## src/rtl/switch_input_conditioner_pkg.sv

```systemverilog
// Shared constants and types for the switch input path: event FSM states and
// the divider/counter sizing helpers also used for other clock-rate constants.
package switch_input_conditioner_pkg;

  typedef enum logic [0:0] {
    StIdle = 1'b0,
    StPend = 1'b1
  } evt_state_t;

  localparam int unsigned BoardClkHz           = 100_000_000;
  localparam int unsigned DefaultSampleHz      = 1_000;
  localparam int unsigned DefaultStableSamples = 16;

  // Clock cycles per debounce sample.
  function automatic int unsigned calc_tick_div(input int unsigned clk_hz,
                                                input int unsigned sample_hz);
    return clk_hz / sample_hz;
  endfunction

  // Counter must be able to hold STABLE_SAMPLES itself for the compare.
  function automatic int unsigned calc_cnt_width(input int unsigned stable_samples);
    return $clog2(stable_samples + 1);
  endfunction

  // Tick counter only needs to reach tick_div-1.
  function automatic int unsigned calc_tick_width(input int unsigned tick_div);
    return (tick_div < 2) ? 1 : $clog2(tick_div);
  endfunction

  localparam int unsigned DefaultTickDiv = calc_tick_div(BoardClkHz, DefaultSampleHz);
  localparam int unsigned DefaultCntW    = calc_cnt_width(DefaultStableSamples);

endpackage

```

## src/rtl/switch_input_conditioner_if.sv

```systemverilog
// Change-event handshake between the switch conditioner and its consumer.
interface switch_input_conditioner_if #(
  parameter int unsigned WIDTH = 8
) ();

  logic             evt_valid;
  logic             evt_ready;
  logic [WIDTH-1:0] evt_bits;
  logic [WIDTH-1:0] evt_mask;

  modport master (
    output evt_valid,
    output evt_bits,
    output evt_mask,
    input  evt_ready
  );

  modport slave (
    input  evt_valid,
    input  evt_bits,
    input  evt_mask,
    output evt_ready
  );

endinterface

```

## src/rtl/switch_input_conditioner_debounce_cell.sv

```systemverilog
// One switch bit: 2-flop synchronizer, sample-rate debounce counter, clean
// level flop and registered rise/fall pulses aligned with the new level.
module switch_input_conditioner_debounce_cell
  import switch_input_conditioner_pkg::*;
#(
  parameter int unsigned STABLE_SAMPLES = DefaultStableSamples,
  parameter int unsigned CNT_W          = calc_cnt_width(STABLE_SAMPLES),
  parameter logic        RESET_VAL      = 1'b0
) (
  input  logic clk,
  input  logic rst_n,
  input  logic sample_tick,
  input  logic sw_raw,
  output logic sw_clean,
  output logic sw_rise,
  output logic sw_fall
);

  localparam logic [CNT_W-1:0] CntOne    = CNT_W'(1);
  localparam logic [CNT_W-1:0] CntStable = CNT_W'(STABLE_SAMPLES);

  logic             sync1_q;
  logic             sync2_q;
  logic [CNT_W-1:0] cnt_q, cnt_d;
  logic [CNT_W-1:0] cnt_inc;
  logic             clean_q, clean_d;
  logic             rise_q, rise_d;
  logic             fall_q, fall_d;

  assign cnt_inc = cnt_q + CntOne;

  // Bring the asynchronous pin into the clk domain.
  always_ff @(posedge clk or negedge rst_n) begin
    if (!rst_n) begin
      sync1_q <= RESET_VAL;
      sync2_q <= RESET_VAL;
    end else begin
      sync1_q <= sw_raw;
      sync2_q <= sync1_q;
    end
  end

  // Count consecutive differing samples; any agreeing sample restarts the run.
  always_comb begin
    cnt_d   = cnt_q;
    clean_d = clean_q;
    rise_d  = 1'b0;
    fall_d  = 1'b0;
    if (sample_tick) begin
      if (sync2_q == clean_q) begin
        cnt_d = '0;
      end else if (cnt_inc == CntStable) begin
        cnt_d   = '0;
        clean_d = ~clean_q;
        rise_d  = ~clean_q;
        fall_d  = clean_q;
      end else begin
        cnt_d = cnt_inc;
      end
    end
  end

  // Pulses share the edge with the level flip so both show up together.
  always_ff @(posedge clk or negedge rst_n) begin
    if (!rst_n) begin
      cnt_q   <= '0;
      clean_q <= RESET_VAL;
      rise_q  <= 1'b0;
      fall_q  <= 1'b0;
    end else begin
      cnt_q   <= cnt_d;
      clean_q <= clean_d;
      rise_q  <= rise_d;
      fall_q  <= fall_d;
    end
  end

  assign sw_clean = clean_q;
  assign sw_rise  = rise_q;
  assign sw_fall  = fall_q;

endmodule

```

## src/rtl/switch_input_conditioner.sv

```systemverilog
// Board switch conditioner: per-bit debounce cells driven by a shared sample
// tick, plus a change-event FSM that accumulates edges until the consumer
// accepts them.
module switch_input_conditioner
  import switch_input_conditioner_pkg::*;
#(
  parameter int unsigned      WIDTH          = 8,
  parameter int unsigned      CLK_HZ         = BoardClkHz,
  parameter int unsigned      SAMPLE_HZ      = DefaultSampleHz,
  parameter int unsigned      STABLE_SAMPLES = DefaultStableSamples,
  parameter logic [WIDTH-1:0] RESET_VAL      = '0
) (
  input  logic                        clk,
  input  logic                        rst_n,
  input  logic [WIDTH-1:0]            sw_raw,
  output logic [WIDTH-1:0]            sw_clean,
  output logic [WIDTH-1:0]            sw_rise,
  output logic [WIDTH-1:0]            sw_fall,
  switch_input_conditioner_if.master  evt
);

  localparam int unsigned TICK_DIV = calc_tick_div(CLK_HZ, SAMPLE_HZ);
  localparam int unsigned TICK_W   = calc_tick_width(TICK_DIV);
  localparam int unsigned CNT_W    = calc_cnt_width(STABLE_SAMPLES);

  localparam logic [TICK_W-1:0] TickOne  = TICK_W'(1);
  localparam logic [TICK_W-1:0] TickLast = TICK_W'(TICK_DIV - 1);

  logic [TICK_W-1:0] tick_q, tick_d;
  logic              sample_tick;

  evt_state_t        state_q, state_d;
  logic [WIDTH-1:0]  mask_q, mask_d;
  logic [WIDTH-1:0]  bits_q, bits_d;
  logic [WIDTH-1:0]  edges;
  logic              any_edge;
  logic              accept;

  // Free-running sample divider; tick on the last count of each period.
  assign sample_tick = (tick_q == TickLast);

  always_comb begin
    tick_d = sample_tick ? '0 : tick_q + TickOne;
  end

  // Divider state.
  always_ff @(posedge clk or negedge rst_n) begin
    if (!rst_n) begin
      tick_q <= '0;
    end else begin
      tick_q <= tick_d;
    end
  end

  for (genvar i = 0; i < WIDTH; i++) begin : g_cell
    switch_input_conditioner_debounce_cell #(
      .STABLE_SAMPLES (STABLE_SAMPLES),
      .CNT_W          (CNT_W),
      .RESET_VAL      (RESET_VAL[i])
    ) u_cell (
      .clk         (clk),
      .rst_n       (rst_n),
      .sample_tick (sample_tick),
      .sw_raw      (sw_raw[i]),
      .sw_clean    (sw_clean[i]),
      .sw_rise     (sw_rise[i]),
      .sw_fall     (sw_fall[i])
    );
  end

  assign edges    = sw_rise | sw_fall;
  assign any_edge = |edges;
  assign accept   = (state_q == StPend) && evt.evt_ready;

  // Event FSM: merge edges while pending so a double toggle is never lost;
  // an edge arriving with the accept opens a fresh event at once.
  always_comb begin
    state_d = state_q;
    mask_d  = mask_q;
    bits_d  = bits_q;
    case (state_q)
      StIdle: begin
        if (any_edge) begin
          state_d = StPend;
          mask_d  = edges;
          bits_d  = sw_clean;
        end
      end
      StPend: begin
        bits_d = sw_clean;
        if (accept) begin
          if (any_edge) begin
            mask_d = edges;
          end else begin
            state_d = StIdle;
            mask_d  = '0;
          end
        end else begin
          mask_d = mask_q | edges;
        end
      end
      default: begin
        state_d = StIdle;
        mask_d  = '0;
      end
    endcase
  end

  // Event FSM state and payload.
  always_ff @(posedge clk or negedge rst_n) begin
    if (!rst_n) begin
      state_q <= StIdle;
      mask_q  <= '0;
      bits_q  <= RESET_VAL;
    end else begin
      state_q <= state_d;
      mask_q  <= mask_d;
      bits_q  <= bits_d;
    end
  end

  assign evt.evt_valid = (state_q == StPend);
  assign evt.evt_bits  = bits_q;
  assign evt.evt_mask  = mask_q;

endmodule

```

## src/flat_wrapper.sv

```systemverilog
// flat-port wrapper written by rule: the top's interface ports become plain ports
module switch_input_conditioner_flat import switch_input_conditioner_pkg::*;
#(
  parameter int unsigned      WIDTH          = 8,
  parameter int unsigned      CLK_HZ         = BoardClkHz,
  parameter int unsigned      SAMPLE_HZ      = DefaultSampleHz,
  parameter int unsigned      STABLE_SAMPLES = DefaultStableSamples,
  parameter logic [WIDTH-1:0] RESET_VAL      = '0
)
  (clk, rst_n, sw_raw, sw_clean, sw_rise, sw_fall, evt_evt_valid, evt_evt_bits, evt_evt_mask, evt_evt_ready);
  switch_input_conditioner_if #(.WIDTH(WIDTH)) evt_i ();
  input  logic clk;
  input  logic rst_n;
  input  logic [WIDTH-1:0] sw_raw;
  output logic [WIDTH-1:0] sw_clean;
  output logic [WIDTH-1:0] sw_rise;
  output logic [WIDTH-1:0] sw_fall;
  output wire logic [$bits(evt_i.evt_valid)-1:0] evt_evt_valid;
  output wire logic [$bits(evt_i.evt_bits)-1:0] evt_evt_bits;
  output wire logic [$bits(evt_i.evt_mask)-1:0] evt_evt_mask;
  input wire logic [$bits(evt_i.evt_ready)-1:0] evt_evt_ready;
  assign evt_evt_valid = evt_i.evt_valid;
  assign evt_evt_bits = evt_i.evt_bits;
  assign evt_evt_mask = evt_i.evt_mask;
  assign evt_i.evt_ready = evt_evt_ready;
  switch_input_conditioner #(.WIDTH(WIDTH), .CLK_HZ(CLK_HZ), .SAMPLE_HZ(SAMPLE_HZ), .STABLE_SAMPLES(STABLE_SAMPLES), .RESET_VAL(RESET_VAL)) u_core (.clk(clk), .rst_n(rst_n), .sw_raw(sw_raw), .sw_clean(sw_clean), .sw_rise(sw_rise), .sw_fall(sw_fall), .evt(evt_i));
endmodule
```

## config.mk

```make
export PLATFORM = sky130hd
export DESIGN_NAME = switch_input_conditioner_flat
export DESIGN_NICKNAME = d
export VERILOG_FILES = /design/src/rtl/switch_input_conditioner_pkg.sv /design/src/rtl/switch_input_conditioner_if.sv /design/src/rtl/switch_input_conditioner_debounce_cell.sv /design/src/rtl/switch_input_conditioner.sv /design/src/flat_wrapper.sv
export SDC_FILE = /design/constraint.sdc
export NUM_CORES = 1
export LEC_CHECK = 0
export CORE_ASPECT_RATIO = 0.6
export CORE_MARGIN = 4
export CORE_UTILIZATION = 30
export CTS_BUF_LIST = sky130_fd_sc_hd__clkbuf_16
export CTS_CLUSTER_DIAMETER = 100
export DETAILED_ROUTE_END_ITERATION = 8
export GPL_TIMING_DRIVEN = 0
export PLACE_DENSITY = 0.55
export SLEW_MARGIN = 30
export SYNTH_ARGS = -nofsm -noshare
export SYNTH_HDL_FRONTEND = slang
export SYNTH_SLANG_ARGS = --single-unit
export TNS_END_PERCENT = 50
```

## constraint.sdc

```tcl
create_clock -name clk -period 3.8 [get_ports clk]
set_clock_uncertainty 0.15 [all_clocks]
set_input_delay 0.76 -clock clk [delete_from_list [all_inputs] [get_ports clk]]
set_output_delay 0.76 -clock clk [all_outputs]
set_load 0.05 [all_outputs]
```

==> flow_metrics.tcl <==
set metrics [dict create \
    status "complete, no violations" \
    yosysTopAreaCell "dfrtp_1" \
    layout_common_cells "114 x dfrtp_1, 59 x o21ai_0, 50 x clkdlybuf4s50_1" \
    synth_seq_cells 114 \
    grt_max_degree 86 \
    ys_warn_count 0 \
    fin_crit_ps 2729 \
    die_w_um 181.3 \
    fin_nets 601 \
    async_reset_ff_share_pct 100.0 \
    vdd_ir_drop_max_mv 0.3088 \
    ant_nets 0 \
    core_area_um2 17410 \
    grt_overflow_total 0 \
    n_antenna_cell 0 \
    place_inst 796 \
    slowest_delay_ps 780 \
    cts_setup_buffers 0 \
    synth.area.top_cells "dfrtp_1 53%, o21ai_0 5.5%, buf_4 3.5%" \
    pin_count 52 \
    die_area_um2 20300 \
    tightest_slew_ps 846.7 \
    grt_pass1_vias 3923 \
    yosysUniqueCellTypes 42 \
    drive_above_1_share_pct 15.85 \
    grt_use_total_pct 12.80 \
    leakage_nw 3.014 \
    htree_levels 4 \
    drtIter0Drc 303 \
    slowest_stage "clkdlybuf4s50_1" \
    synth.avg_cell_area_um2 10.60 \
    cap_violations 0 \
    crit_path_end_kind "output pin" \
    slew_headroom_pct 43.05 \
    final_common_cell "dfrtp_1" \
    synth_ff_type "dfrtp_1" \
    fmax_mhz 366.4 \
    cp_num_buf_inv 2 \
    rsz0062_at_grt "no" \
    numCtsBuffers 17 \
    reg2reg_slack_ps 1380 \
    fin_cells 827 \
    post-route-period-util_pct 71.81 \
    synth_seq_area_share_pct 52.79 \
    power_mw 2.967 \
    setup_tns_ps 0 \
    port_buffers 51 \
    placed_area_um2 6240 \
    required_ps 2890 \
    drcViolationCount 0 \
    arrival_ps 1820 \
    cts_num_sinks 114 \
    post_drt_via_cell_ratio 4.860 \
    initial_core_util_pct 31.05 \
    drt_wl_total_um 12520 \
    design_area_um2 6838 \
    synth_nets 530 \
    crit_chain "buf_4, clkdlybuf4s50_1" \
    clk_latency_ps 410 \
    cp-start-kind "register" \
    antenna_found_initial 0 \
    worstPathMaxFanout 7 \
    wl_per_cell_um 15.14 \
    cts_tree "yes" \
    powerDensity_nw_per_um2 433.9 \
    report.final.hold_viol_count 0 \
    netlist_instances 510 \
    cts_buffer_depth 2 \
    critPathKind "register to output pin" \
    firstDrtPassIters 4 \
    synth_top_area_share_pct 52.79 \
    cts-root-buf "clkbuf_16" \
    grt_pass1_wl_um 20820 \
    postCtsHoldBufs 0 \
    hold_path_class "input port to asynchronous set/reset pin" \
    dr_total_vias 4019 \
    rows 37 \
    hpwl_um 8423 \
    finalMaxSlewViolations 0 \
    setup_viol 0 \
    holdWs_ps 38.31 \
    synth_area_um2 5404 \
    ctsResizeCount 0 \
    gp_congestion 0.7906 \
    synth-edff-count 0 \
    area_growth_syn_to_layout_pct 26.53 \
    die_h_um 112.0 \
    clkSlewWorstSetupHoldPaths_ps 60 \
    crit_family "buffers and inverters" \
]
[routing by layer]
metal  global-route usage [%]  up-vias  wire, um
met5                        0        -         0
met4                    3.248        0        80
met3                    4.179       10       672
met2                    18.34       99      5303
met1                    18.65     1975      6463
li1                         -     1935         -
[cells in the mapped netlist (all sizes together) (2+ instances only)]
library cell and instances:
a311o 2, a31oi 10, and4 5, buf 32, clkbuf 4, dfrtp 114
ha 9, inv 17, mux2 16, mux2i 8, nand2 44, nand2b 27
nand3 22, nand3b 13, nand4 15, nand4b 2, nor2 26, nor2b 6
nor4 12, nor4b 8, o21ai 59, o21bai 8, o31ai 6, or2 7
or3b 6, xnor2 16, xor2 7
[worst paths after layout]
check | end | start | cells after the start
setup / recovery | sw_clean[3] | u_core.g_cell[3].u_cell.sw_clean$_DFFE_PN0P_ | 2
hold / removal | u_core.evt.evt_bits[0]$_DFFE_PN0P_ | rst_n | 1
setup reg to reg | u_core.g_cell[3].u_cell.cnt_q[3]$_DFFE_PN0P_ | u_core.tick_q[0]$_DFF_PN0_ | 8
hold reg to reg | u_core.g_cell[7].u_cell.sync2_q$_DFF_PN0_ | u_core.g_cell[7].u_cell.sync1_q$_DFF_PN0_ | 0
max in group asynchronous | u_core.tick_q[3]$_DFF_PN0_ | rst_n | 2
min in group clk | u_core.g_cell[7].u_cell.sync2_q$_DFF_PN0_ | u_core.g_cell[7].u_cell.sync1_q$_DFF_PN0_ | 0
[cells by family (layout without fill, tap and decap cells)]
| kind of cell | Yosys count | count (layout) | share of synthesized area [%] |
|---|---|---|---|
| AND/OR/NAND/NOR | 200 | 200 | 21.39 |
| flip-flops | 114 | 114 | 52.79 |
| AO/OA/AOI/OAI | 87 | 87 | 9.169 |
| buffers and inverters | 53 | 136 | 5.881 |
| multiplexers | 24 | 24 | 4.955 |
| XOR/XNOR | 23 | 23 | 3.728 |
| adder cells (fa/ha/maj) | 9 | 9 | 2.084 |
[stage by stage]
step                      setup WS, ps  utilization [%]
after floorplan                   1779                -
after global placement           -2693            35.66
after detailed placement          1274            35.85
after CTS                         1046            39.28
after global routing             988.8            39.28
final                             1071            39.28
[registers in the layout, indices dropped and copies added (netlist names)]
signal                         count
u_core.evt.evt_bits                8
u_core.evt.evt_mask                8
u_core.evt.evt_valid               1
u_core.g_cell.u_cell.cnt_q        40
u_core.g_cell.u_cell.sw_clean      8
u_core.g_cell.u_cell.sw_fall       8
u_core.g_cell.u_cell.sw_rise       8
u_core.g_cell.u_cell.sync1_q       8
u_core.g_cell.u_cell.sync2_q       8
u_core.tick_q                     17
[cell type report]
cell class,instances,area (um2)
Tap cell,234,292.8
Clock buffer,17,425.4
Clock inverter,14,172.7
Sequential cell,114,2853
Multi-Input combinational cell,343,2233
Buffer,36,254.0
Inverter,17,63.81
Timing Repair Buffer,52,543.0
Fill cell,1701,10570
[where the power goes]
part	switching (mW)	leakage [nW]	internal, mW	total (mW)
logic	0.0627	1.19	0.0328	0.0955
registers	0.0110	1.54	1.23	1.24
clock network	0.553	0.292	1.08	1.63
total	0.627	3.01	2.34	2.97
No activity file was read; power rests on OpenSTA's default activity.
